### config.mk
export PLATFORM = sky130hd
export DESIGN_NAME = fetch_ctrl_flat
export DESIGN_NICKNAME = d
export VERILOG_FILES = /design/src/rtl/fetch_ctrl_pkg.sv /design/src/rtl/fetch_ctrl_if.sv /design/src/rtl/fetch_ctrl_pc_reg.sv /design/src/rtl/fetch_ctrl.sv /design/src/flat_wrapper.sv
export SDC_FILE = /design/constraint.sdc
export NUM_CORES = 1
export LEC_CHECK = 0
export BUFFER_PORTS_ARGS = -buffer_cell sky130_fd_sc_hd__buf_2
export CAP_MARGIN = 20
export CORE_AREA = 4 4 105 107
export CTS_CLUSTER_SIZE = 10
export DETAILED_ROUTE_END_ITERATION = 10
export DIE_AREA = 0 0 109 111
export GPL_ROUTABILITY_DRIVEN = 1
export GPL_TIMING_DRIVEN = 0
export PLACE_DENSITY = 0.76
export SYNTH_ARGS = -nofsm -noshare
export SYNTH_HDL_FRONTEND = slang
export SYNTH_HIERARCHICAL = 1
export SYNTH_SLANG_ARGS = --single-unit
### constraint.sdc
create_clock -name clk_i -period 4.4 [get_ports clk_i]
set_input_delay 0.66 -clock clk_i [delete_from_list [all_inputs] [get_ports clk_i]]
set_output_delay 0.66 -clock clk_i [all_outputs]
set_load 0.005 [all_outputs]
### src/rtl/fetch_ctrl_pkg.sv
// Shared types and constants for the instruction-fetch controller.
package fetch_ctrl_pkg;

   // Fetch sequencing states.
   typedef enum logic [1:0] {
      IDLE = 2'd0,
      REQ  = 2'd1,
      WAIT = 2'd2,
      HOLD = 2'd3
   } fetch_state_e;

   // Size of one instruction word in bytes; the sequential PC step.
   localparam logic [31:0] INSTR_BYTES        = 32'd4;

   // First fetch address after reset unless overridden.
   localparam logic [31:0] DEFAULT_RESET_ADDR = 32'h0000_0000;

   // Clear the byte-offset bits so every fetch address is word aligned.
   function automatic logic [31:0] word_align(input logic [31:0] addr);
      return addr & ~32'h0000_0003;
   endfunction

endpackage

### src/rtl/fetch_ctrl_if.sv
// Instruction-memory request port and decode hand-off port of the fetch controller.
//
// Handshake rules:
//  - imem: a request is transferred in the cycle where imem_req_o and imem_gnt_i
//    are both high; imem_req_o and imem_addr_o stay stable until that cycle.
//    The single outstanding response arrives later as a one-cycle imem_rvalid_i.
//  - decode: an instruction is transferred in the cycle where instr_valid_o and
//    instr_ready_i are both high; instr_o/instr_pc_o stay stable while
//    instr_valid_o is high and instr_ready_i is low.
interface fetch_ctrl_if;
   logic        imem_req_o;
   logic [31:0] imem_addr_o;
   logic        imem_gnt_i;
   logic        imem_rvalid_i;
   logic [31:0] imem_rdata_i;
   logic        instr_valid_o;
   logic [31:0] instr_o;
   logic [31:0] instr_pc_o;
   logic        instr_ready_i;

   // Fetch controller side.
   modport master (
      output imem_req_o,
      output imem_addr_o,
      input  imem_gnt_i,
      input  imem_rvalid_i,
      input  imem_rdata_i,
      output instr_valid_o,
      output instr_o,
      output instr_pc_o,
      input  instr_ready_i
   );

   // Memory / decode side.
   modport slave (
      input  imem_req_o,
      input  imem_addr_o,
      output imem_gnt_i,
      output imem_rvalid_i,
      output imem_rdata_i,
      input  instr_valid_o,
      input  instr_o,
      input  instr_pc_o,
      output instr_ready_i
   );
endinterface

### src/rtl/fetch_ctrl_pc_reg.sv
// Program counter register: redirect load has priority over the +4 step.
module fetch_ctrl_pc_reg
   import fetch_ctrl_pkg::*;
#(
   parameter logic [31:0] RESET_ADDR = DEFAULT_RESET_ADDR
) (
   input  logic        clk_i,
   input  logic        rst_i,
   input  logic        load_i,
   input  logic [31:0] load_addr_i,
   input  logic        inc_i,
   output logic [31:0] pc_o
);

   logic [31:0] r_pc;

   // PC update: load target, otherwise step by one word (wraps modulo 2^32).
   always_ff @(posedge clk_i or posedge rst_i) begin
      if (rst_i) begin
         r_pc <= RESET_ADDR;
      end else if (load_i) begin
         r_pc <= load_addr_i;
      end else if (inc_i) begin
         r_pc <= r_pc + INSTR_BYTES;
      end
   end

   assign pc_o = r_pc;

endmodule

### src/rtl/fetch_ctrl.sv
// Instruction-fetch controller: one outstanding imem request, redirect/stall
// handling and a single-entry buffer towards decode.
module fetch_ctrl
   import fetch_ctrl_pkg::*;
#(
   parameter logic [31:0] RESET_ADDR = DEFAULT_RESET_ADDR
) (
   input  logic         clk_i,
   input  logic         rst_i,
   input  logic         stall_i,
   input  logic         redirect_i,
   input  logic [31:0]  redirect_addr_i,
   fetch_ctrl_if.master bus,
   output fetch_state_e dbg_state_o
);

   fetch_state_e r_state;
   fetch_state_e w_state_nxt;
   fetch_state_e w_resume_state;
   logic         r_kill;
   logic         w_kill_nxt;
   logic         w_load_buf;
   logic         w_pc_inc;
   logic [31:0]  r_instr;
   logic [31:0]  r_instr_pc;
   logic [31:0]  w_pc;
   logic [31:0]  w_redirect_tgt;

   assign w_redirect_tgt = word_align(redirect_addr_i);

   // After a completed or abandoned transfer, a new request only starts when not stalled.
   assign w_resume_state = stall_i ? IDLE : REQ;

   fetch_ctrl_pc_reg #(
      .RESET_ADDR (RESET_ADDR)
   ) u_pc_reg (
      .clk_i       (clk_i),
      .rst_i       (rst_i),
      .load_i      (redirect_i),
      .load_addr_i (w_redirect_tgt),
      .inc_i       (w_pc_inc),
      .pc_o        (w_pc)
   );

   // State, kill flag and decode buffer registers.
   always_ff @(posedge clk_i or posedge rst_i) begin
      if (rst_i) begin
         r_state    <= IDLE;
         r_kill     <= 1'b0;
         r_instr    <= 32'h0;
         r_instr_pc <= 32'h0;
      end else begin
         r_state <= w_state_nxt;
         r_kill  <= w_kill_nxt;
         if (w_load_buf) begin
            r_instr    <= bus.imem_rdata_i;
            r_instr_pc <= w_pc;
         end
      end
   end

   // Next-state decode; a redirect reloads the PC in every state via the pc_reg load port.
   always_comb begin
      w_state_nxt = r_state;
      w_kill_nxt  = r_kill;
      w_load_buf  = 1'b0;
      w_pc_inc    = 1'b0;
      case (r_state)
         IDLE: begin
            if (!stall_i) begin
               w_state_nxt = REQ;
            end
         end
         REQ: begin
            // Without a grant the new PC simply becomes the pending address.
            if (bus.imem_gnt_i) begin
               w_state_nxt = WAIT;
               w_kill_nxt  = redirect_i;
            end
         end
         WAIT: begin
            if (bus.imem_rvalid_i) begin
               if (r_kill || redirect_i) begin
                  // Response belongs to an abandoned path: drop it.
                  w_kill_nxt  = 1'b0;
                  w_state_nxt = w_resume_state;
               end else begin
                  w_load_buf  = 1'b1;
                  w_pc_inc    = 1'b1;
                  w_state_nxt = HOLD;
               end
            end else if (redirect_i) begin
               w_kill_nxt = 1'b1;
            end
         end
         HOLD: begin
            if (redirect_i || bus.instr_ready_i) begin
               w_state_nxt = w_resume_state;
            end
         end
         default: begin
            w_state_nxt = IDLE;
            w_kill_nxt  = 1'b0;
         end
      endcase
   end

   assign bus.imem_req_o    = (r_state == REQ);
   assign bus.imem_addr_o   = w_pc;
   assign bus.instr_valid_o = (r_state == HOLD);
   assign bus.instr_o       = r_instr;
   assign bus.instr_pc_o    = r_instr_pc;
   assign dbg_state_o       = r_state;

endmodule

### src/flat_wrapper.sv
// flat-port wrapper written by rule: the top's interface ports become plain ports
module fetch_ctrl_flat import fetch_ctrl_pkg::*;
#(
   parameter logic [31:0] RESET_ADDR = DEFAULT_RESET_ADDR
)
  (clk_i, rst_i, stall_i, redirect_i, redirect_addr_i, dbg_state_o, bus_imem_req_o, bus_imem_addr_o, bus_imem_gnt_i, bus_imem_rvalid_i, bus_imem_rdata_i, bus_instr_valid_o, bus_instr_o, bus_instr_pc_o, bus_instr_ready_i);
  fetch_ctrl_if bus_i ();
  input  logic clk_i;
  input  logic rst_i;
  input  logic stall_i;
  input  logic redirect_i;
  input  logic [31:0] redirect_addr_i;
  output fetch_state_e dbg_state_o;
  output wire logic [$bits(bus_i.imem_req_o)-1:0] bus_imem_req_o;
  output wire logic [$bits(bus_i.imem_addr_o)-1:0] bus_imem_addr_o;
  input wire logic [$bits(bus_i.imem_gnt_i)-1:0] bus_imem_gnt_i;
  input wire logic [$bits(bus_i.imem_rvalid_i)-1:0] bus_imem_rvalid_i;
  input wire logic [$bits(bus_i.imem_rdata_i)-1:0] bus_imem_rdata_i;
  output wire logic [$bits(bus_i.instr_valid_o)-1:0] bus_instr_valid_o;
  output wire logic [$bits(bus_i.instr_o)-1:0] bus_instr_o;
  output wire logic [$bits(bus_i.instr_pc_o)-1:0] bus_instr_pc_o;
  input wire logic [$bits(bus_i.instr_ready_i)-1:0] bus_instr_ready_i;
  assign bus_imem_req_o = bus_i.imem_req_o;
  assign bus_imem_addr_o = bus_i.imem_addr_o;
  assign bus_i.imem_gnt_i = bus_imem_gnt_i;
  assign bus_i.imem_rvalid_i = bus_imem_rvalid_i;
  assign bus_i.imem_rdata_i = bus_imem_rdata_i;
  assign bus_instr_valid_o = bus_i.instr_valid_o;
  assign bus_instr_o = bus_i.instr_o;
  assign bus_instr_pc_o = bus_i.instr_pc_o;
  assign bus_i.instr_ready_i = bus_instr_ready_i;
  fetch_ctrl #(.RESET_ADDR(RESET_ADDR)) u_core (.clk_i(clk_i), .rst_i(rst_i), .stall_i(stall_i), .redirect_i(redirect_i), .redirect_addr_i(redirect_addr_i), .bus(bus_i), .dbg_state_o(dbg_state_o));
endmodule
== Word level (Yosys, flattened, before mapping) ==
Cells that the tools add are included.
W data, S select, Z words.
Word-level totals
  register bits after elaboration: 99
  latch bits: 0
  RAM bits: 0
  bits in read-only memories: 0
  bits of input ports: 71
  output and inout port bits: 100
  logic and storage cells: 39
  memories: 0
Cells by class
  add/subtract/negate cells: 1
  $mul: 0
  div/mod/pow operators: 0
  $lt $le $gt $ge: 0
  equal/unequal tests: 9
  shift operators: 0
  multiplexer cells: 17
  bitwise gates (word level): 0
  reductions and logical operators: 7
Operators by type and width (number)
  $mux W32: 2
  $add A32 B3 Y32 const B: 1
  $mux W2: 5
  $mux W1: 8
  $pmux W2 S4: 1
  $reduce_and A4 Y1: 2
  $eq A2 B2 Y1 const B: 2
  $ne A2 B1 Y1 const B: 2
  $ne A2 B2 Y1 const B: 2
  $reduce_bool A2 Y1: 2
  $ne A3 B2 Y1 const B: 1
  $ne A3 B3 Y1 const B: 1
  $eq A2 B1 Y1 const B: 1
  $logic_not A2 Y1: 1
  $logic_or A1 B1 Y1: 2
  $pmux W1 S2: 1

== Longest topological paths before layout ==
  depth in word-level cells: 6
  gate-level depth with buffers: 10
  depth with buffers taken out: 6

== Hierarchy ==
The synthesis kept the hierarchy.
By module, submodules not included
  fetch_ctrl: instances 1, cells an instance 160, area each 2606.2 um2, seq. area each 1676.6 um2
  fetch_ctrl_pc_reg: instances 1, cells an instance 203, area each 1849.3 um2, seq. area each 800.8 um2

== Worst setup path after synthesis ==
OpenSTA, ideal clock, no wires.
  kind: input -> register
  from: input redirect_i
  to: register u_core.u_pc_reg.r_pc[25] (netlist: u_core/u_pc_reg/pc_o[25])
  setup time: 0.082 ns
  data arrival time: 2.427 ns
  required time: 4.318 ns
  path slack: 1.891 ns
  cell stages on the path: 8
  buffers on the path: 3
  path through: nor4_4 > buf_2 > and4_1 > buf_4 > nand2_2 > buf_2 > or4_1 > a31oi_1
On the way
  cells in the longest elaborated chain, start to end: 5
  elaborated cells on any way between the ends: 6
  those cells by class: mux (4); reduce/logical (2)
Ends and longest elaborated chain
  start, declared: RTL line flat_wrapper.sv:11  | input logic redirect_i;
  $logic_or A1 B1 Y1: RTL line fetch_ctrl.sv:83  | if (r_kill || redirect_i) begin
  $mux W1 (3 in series)
  via u_core.w_load_buf: RTL line fetch_ctrl.sv:22  | logic w_load_buf;
  $reduce_bool A2 Y1 (no line)
  end signal, assigned: RTL line fetch_ctrl_pc_reg.sv:22  | r_pc <= load_addr_i;
  end signal, assigned: RTL line fetch_ctrl_pc_reg.sv:24  | r_pc <= r_pc + INSTR_BYTES;
  end, declared: RTL line fetch_ctrl_pc_reg.sv:15  | logic [31:0] r_pc;
The timed path passes the listed nets, and every way through them passes these cells.
A chain may end at the register's enable or synchronous reset.

== Worst setup path in the final report ==
  from: register u_core.r_state[0] (netlist: u_core/dbg_state_o[0])
  to: register u_core.u_pc_reg.r_pc[23] (netlist: u_core/u_pc_reg/pc_o[23])
On the way
  cells in the longest elaborated chain, start to end: 3
Ends and longest elaborated chain
  start, declared: RTL line fetch_ctrl.sv:17  | fetch_state_e r_state;
  start signal, assigned: RTL line fetch_ctrl.sv:53  | r_state <= w_state_nxt;
  $eq A2 B2 Y1
  $mux W1
  via u_core.w_load_buf: RTL line fetch_ctrl.sv:22
  $reduce_bool A2 Y1 (no line)
The timed path passes the listed nets, and every way through them passes these cells.

==> results.yml <==
sta:
  fmax_mhz: 367
  period_needed_ns: 2.72
  rsz0062_at_grt: "no"
  tightest_slew_ns: 0.853
  skew_ns: 0.00788
  finalWorstSetupSlack_ns: 1.68
  setup-violations-final: 0
  hold_viol_final: 0
  timing.final.max_slew_violations: 0
  setup_tns_ns: 0
  maxSlewHeadroom_pct: 43.1
  post-route-period-util_pct: 61.9
critical_path:
  worstSetupPathType: "reg2reg"
  worst_ep_arrival_time_ns: 3.00
  path_max_fanout: 14
  r2r_setup_slack_ns: 1.68
  start_kind: "flop"
  cp_data_required_time_ns: 4.68
  worst_setup_path_end_kind: "flop"
synthesis:
  netlist_area_um2: 4460
  synth_area_leaders: "dfrtp_1 56%, mux2_1 10%, mux2_2 6.6%, nand2_1 2.4%, or4_1 1.9%"
  ys_seq_area_share_pct: 55.6
  synth_largest_area_cell: "dfrtp_1"
  async_flop_share_pct: 100
  synth-edff-count: 0
  syn_inst: 363
  yosysTopAreaCellShare_pct: 55.6
  synthFlopType: "dfrtp_1"
  ys_warn_count: 6
  synth_area_per_cell_um2: 12.3
  ys_seq_elements: 99
  synth.distinct_cells: 48
global_route:
  grt_max_degree: 68
  antenna_found_initial: 1
  grt_pass1_wl_um: 18800
  grt_usage_pct: 19.6
  grt_pass1_vias: 3756
  grt_overflow: 0
final_layout:
  num_antenna_cells: 0
  utilization_pct: 56.3
  areaGrowthSynthToFinish_pct: 28.1
  regArea_um2: 2480
  multi_input_area_um2: 1810
  fill_cells: 884
  nNetsFinal: 616
  drive_above_1_share_pct: 42.4
routing:
  wl_um: 11300
  vias: 3611
  first_iter_violations: 142
  ant_nets: 0
  wl_per_cell_um: 16.5
  vias_per_cell: 5.27
  drt_pass1_iterations: 5
  drc: 0
power:
  power.density_nw_per_um2: 502
  power.static_leakage_nw: 2.79
  ir_worst_vdd_mv: 0.250
clock_network:
  cts_made_buffers: 9
  cts_resized: 0
  cts_buffer_depth: 2
  clock_sinks: 99
  clockRootBuffer: "clkbuf_8"
  post_cts_buffers: 0
  cts_tree: "done"
  holdBufCountCts: 0
  clkLatencyLatePin_ns: 0.36
  htreeDepth: 3
  path_clk_slew_ns: 0.09
floorplanning:
  rows: 37
  die_y_um: 111
  core_um2: 10100
  die_area_um2: 12100
  io_pins: 171
  die_w_um: 109
  start_util_pct: 43.9
run_status:
  run_status: "complete, no violations"
placement:
  dp_slack_ns: 1.44
  hpwl_um: 8500
  gp_congestion: 0.826
  placement.io_buffers: 168
worst_hold_path:
  hp-class: "in2async"
run:
  drv_cap: 0
[path summary, 6_finish.rpt]
path,endpoint,startpoint,depth (start not counted)
worst max-delay path,u_core/u_pc_reg/pc_o[23],u_core/dbg_state_o[0],9
worst min-delay path,u_core/bus.instr_pc_o[19],rst_i,2
worst max register to register,u_core/u_pc_reg/pc_o[23],u_core/dbg_state_o[0],9
worst min register to register,u_core/bus.instr_pc_o[27],u_core/bus.instr_pc_o[27],1
max in group asynchronous,u_core/u_pc_reg/pc_o[9],rst_i,3
min in group clk_i,u_core/bus.instr_pc_o[27],u_core/bus.instr_pc_o[27],1
[registers in the layout, summed over array words and instances (netlist names)]
register,cells
u_core/r_kill,1
u_core/bus.instr_o,32
u_core/u_pc_reg/pc_o,32
u_core/bus.instr_pc_o,32
u_core/dbg_state_o,2
[cell families after synthesis]
family	Yosys count	share of synthesized area [%]
compound gates	52	7.75
mux	67	16.9
xor+xnor	12	2.36
other cells	1	0.0842
flops	99	55.6
simple gates	101	13.2
fa+ha+maj	1	0.281
buf+inv	30	3.85
[Yosys cell counts (4+ instances only)]
cell type and number:
o211ai_1 4, a31oi_1 9, and3_1 4, o31ai_1 8, clkbuf_1 6, nand2_1 29, mux2_2 26, or4_1 11
nand4_1 10, dfrtp_1 99, o21ai_0 14, xor2_1 9, nor2_1 12, buf_2 7, nand3_1 14, inv_1 5
and4_1 7, mux2_1 40, buf_6 5
[layout make-up]
cell class                      instances  area share (%)
Inverter                                6           0.439
Clock buffer                           12            2.54
Sequential cell                        99            43.4
Multi-Input combinational cell        235            31.7
Tap cell                              136            2.98
Buffer                                 24            2.61
Clock inverter                          4            1.29
Timing Repair Buffer                  169            15.0
[routing by layer]
metal  vias up  wire [µm]  track usage, %
li1       1687          -               -
met1      1753       4590            25.1
met2       149       5690            32.1
met3        20        838            3.79
met4         2        201            8.33
met5         -         13               0
[placed cells by master, fill, tap and decap left out, types with 4 or more instances in the layout]
cell type and n:
buf_2 175, nor2_1 12, and4_1 7, clkbuf_1 8, o21ai_0 14, a31oi_1 9
xor2_1 9, and3_1 4, o31ai_1 8, or4_1 11, inv_1 4, mux2_1 40
nand4_1 10, dfrtp_1 99, nand3_1 14, buf_6 5, mux2_2 26, clkbuf_8 10
o211ai_1 4, nand2_1 29
[critical path, stage by stage, from the launching register on]
cell     delay (ns)
dfrtp_1        0.38
buf_2          0.18
nor4_4         0.33
buf_2          0.36
and4_1         0.23
buf_4          0.16
nand2_2        0.07
buf_2          0.20
or4_1          0.52
a31oi_1        0.19
[power by group]
| part | switching (mW) | leakage, nW | total, mW | internal, mW |
|---|---|---|---|---|
| Clock | 0.308 | 0.111 | 0.645 | 0.337 |
| Combinational | 0.363 | 1.46 | 0.833 | 0.469 |
| Sequential | 0.173 | 1.21 | 1.39 | 1.22 |
[through the flow]
| stage | instance area, µm² | hold WS [ns] | cells | power [mW] |
|---|---|---|---|---|
| 2_1_floorplan | 4460 | 0.483 | 364 | 1.80 |
| 3_3_place_gp | 5470 | 0.461 | 668 | 2.21 |
| 3_5_place_dp | 5490 | 0.470 | 669 | 2.26 |
| 4_1_cts | 5710 | 0.483 | 685 | 2.91 |
| 5_1_grt | 5710 | 0.491 | 685 | 3.07 |
| 6_report | 5710 | 0.473 | 685 | 2.87 |
Note: power is estimated with default switching activity, not from simulation.
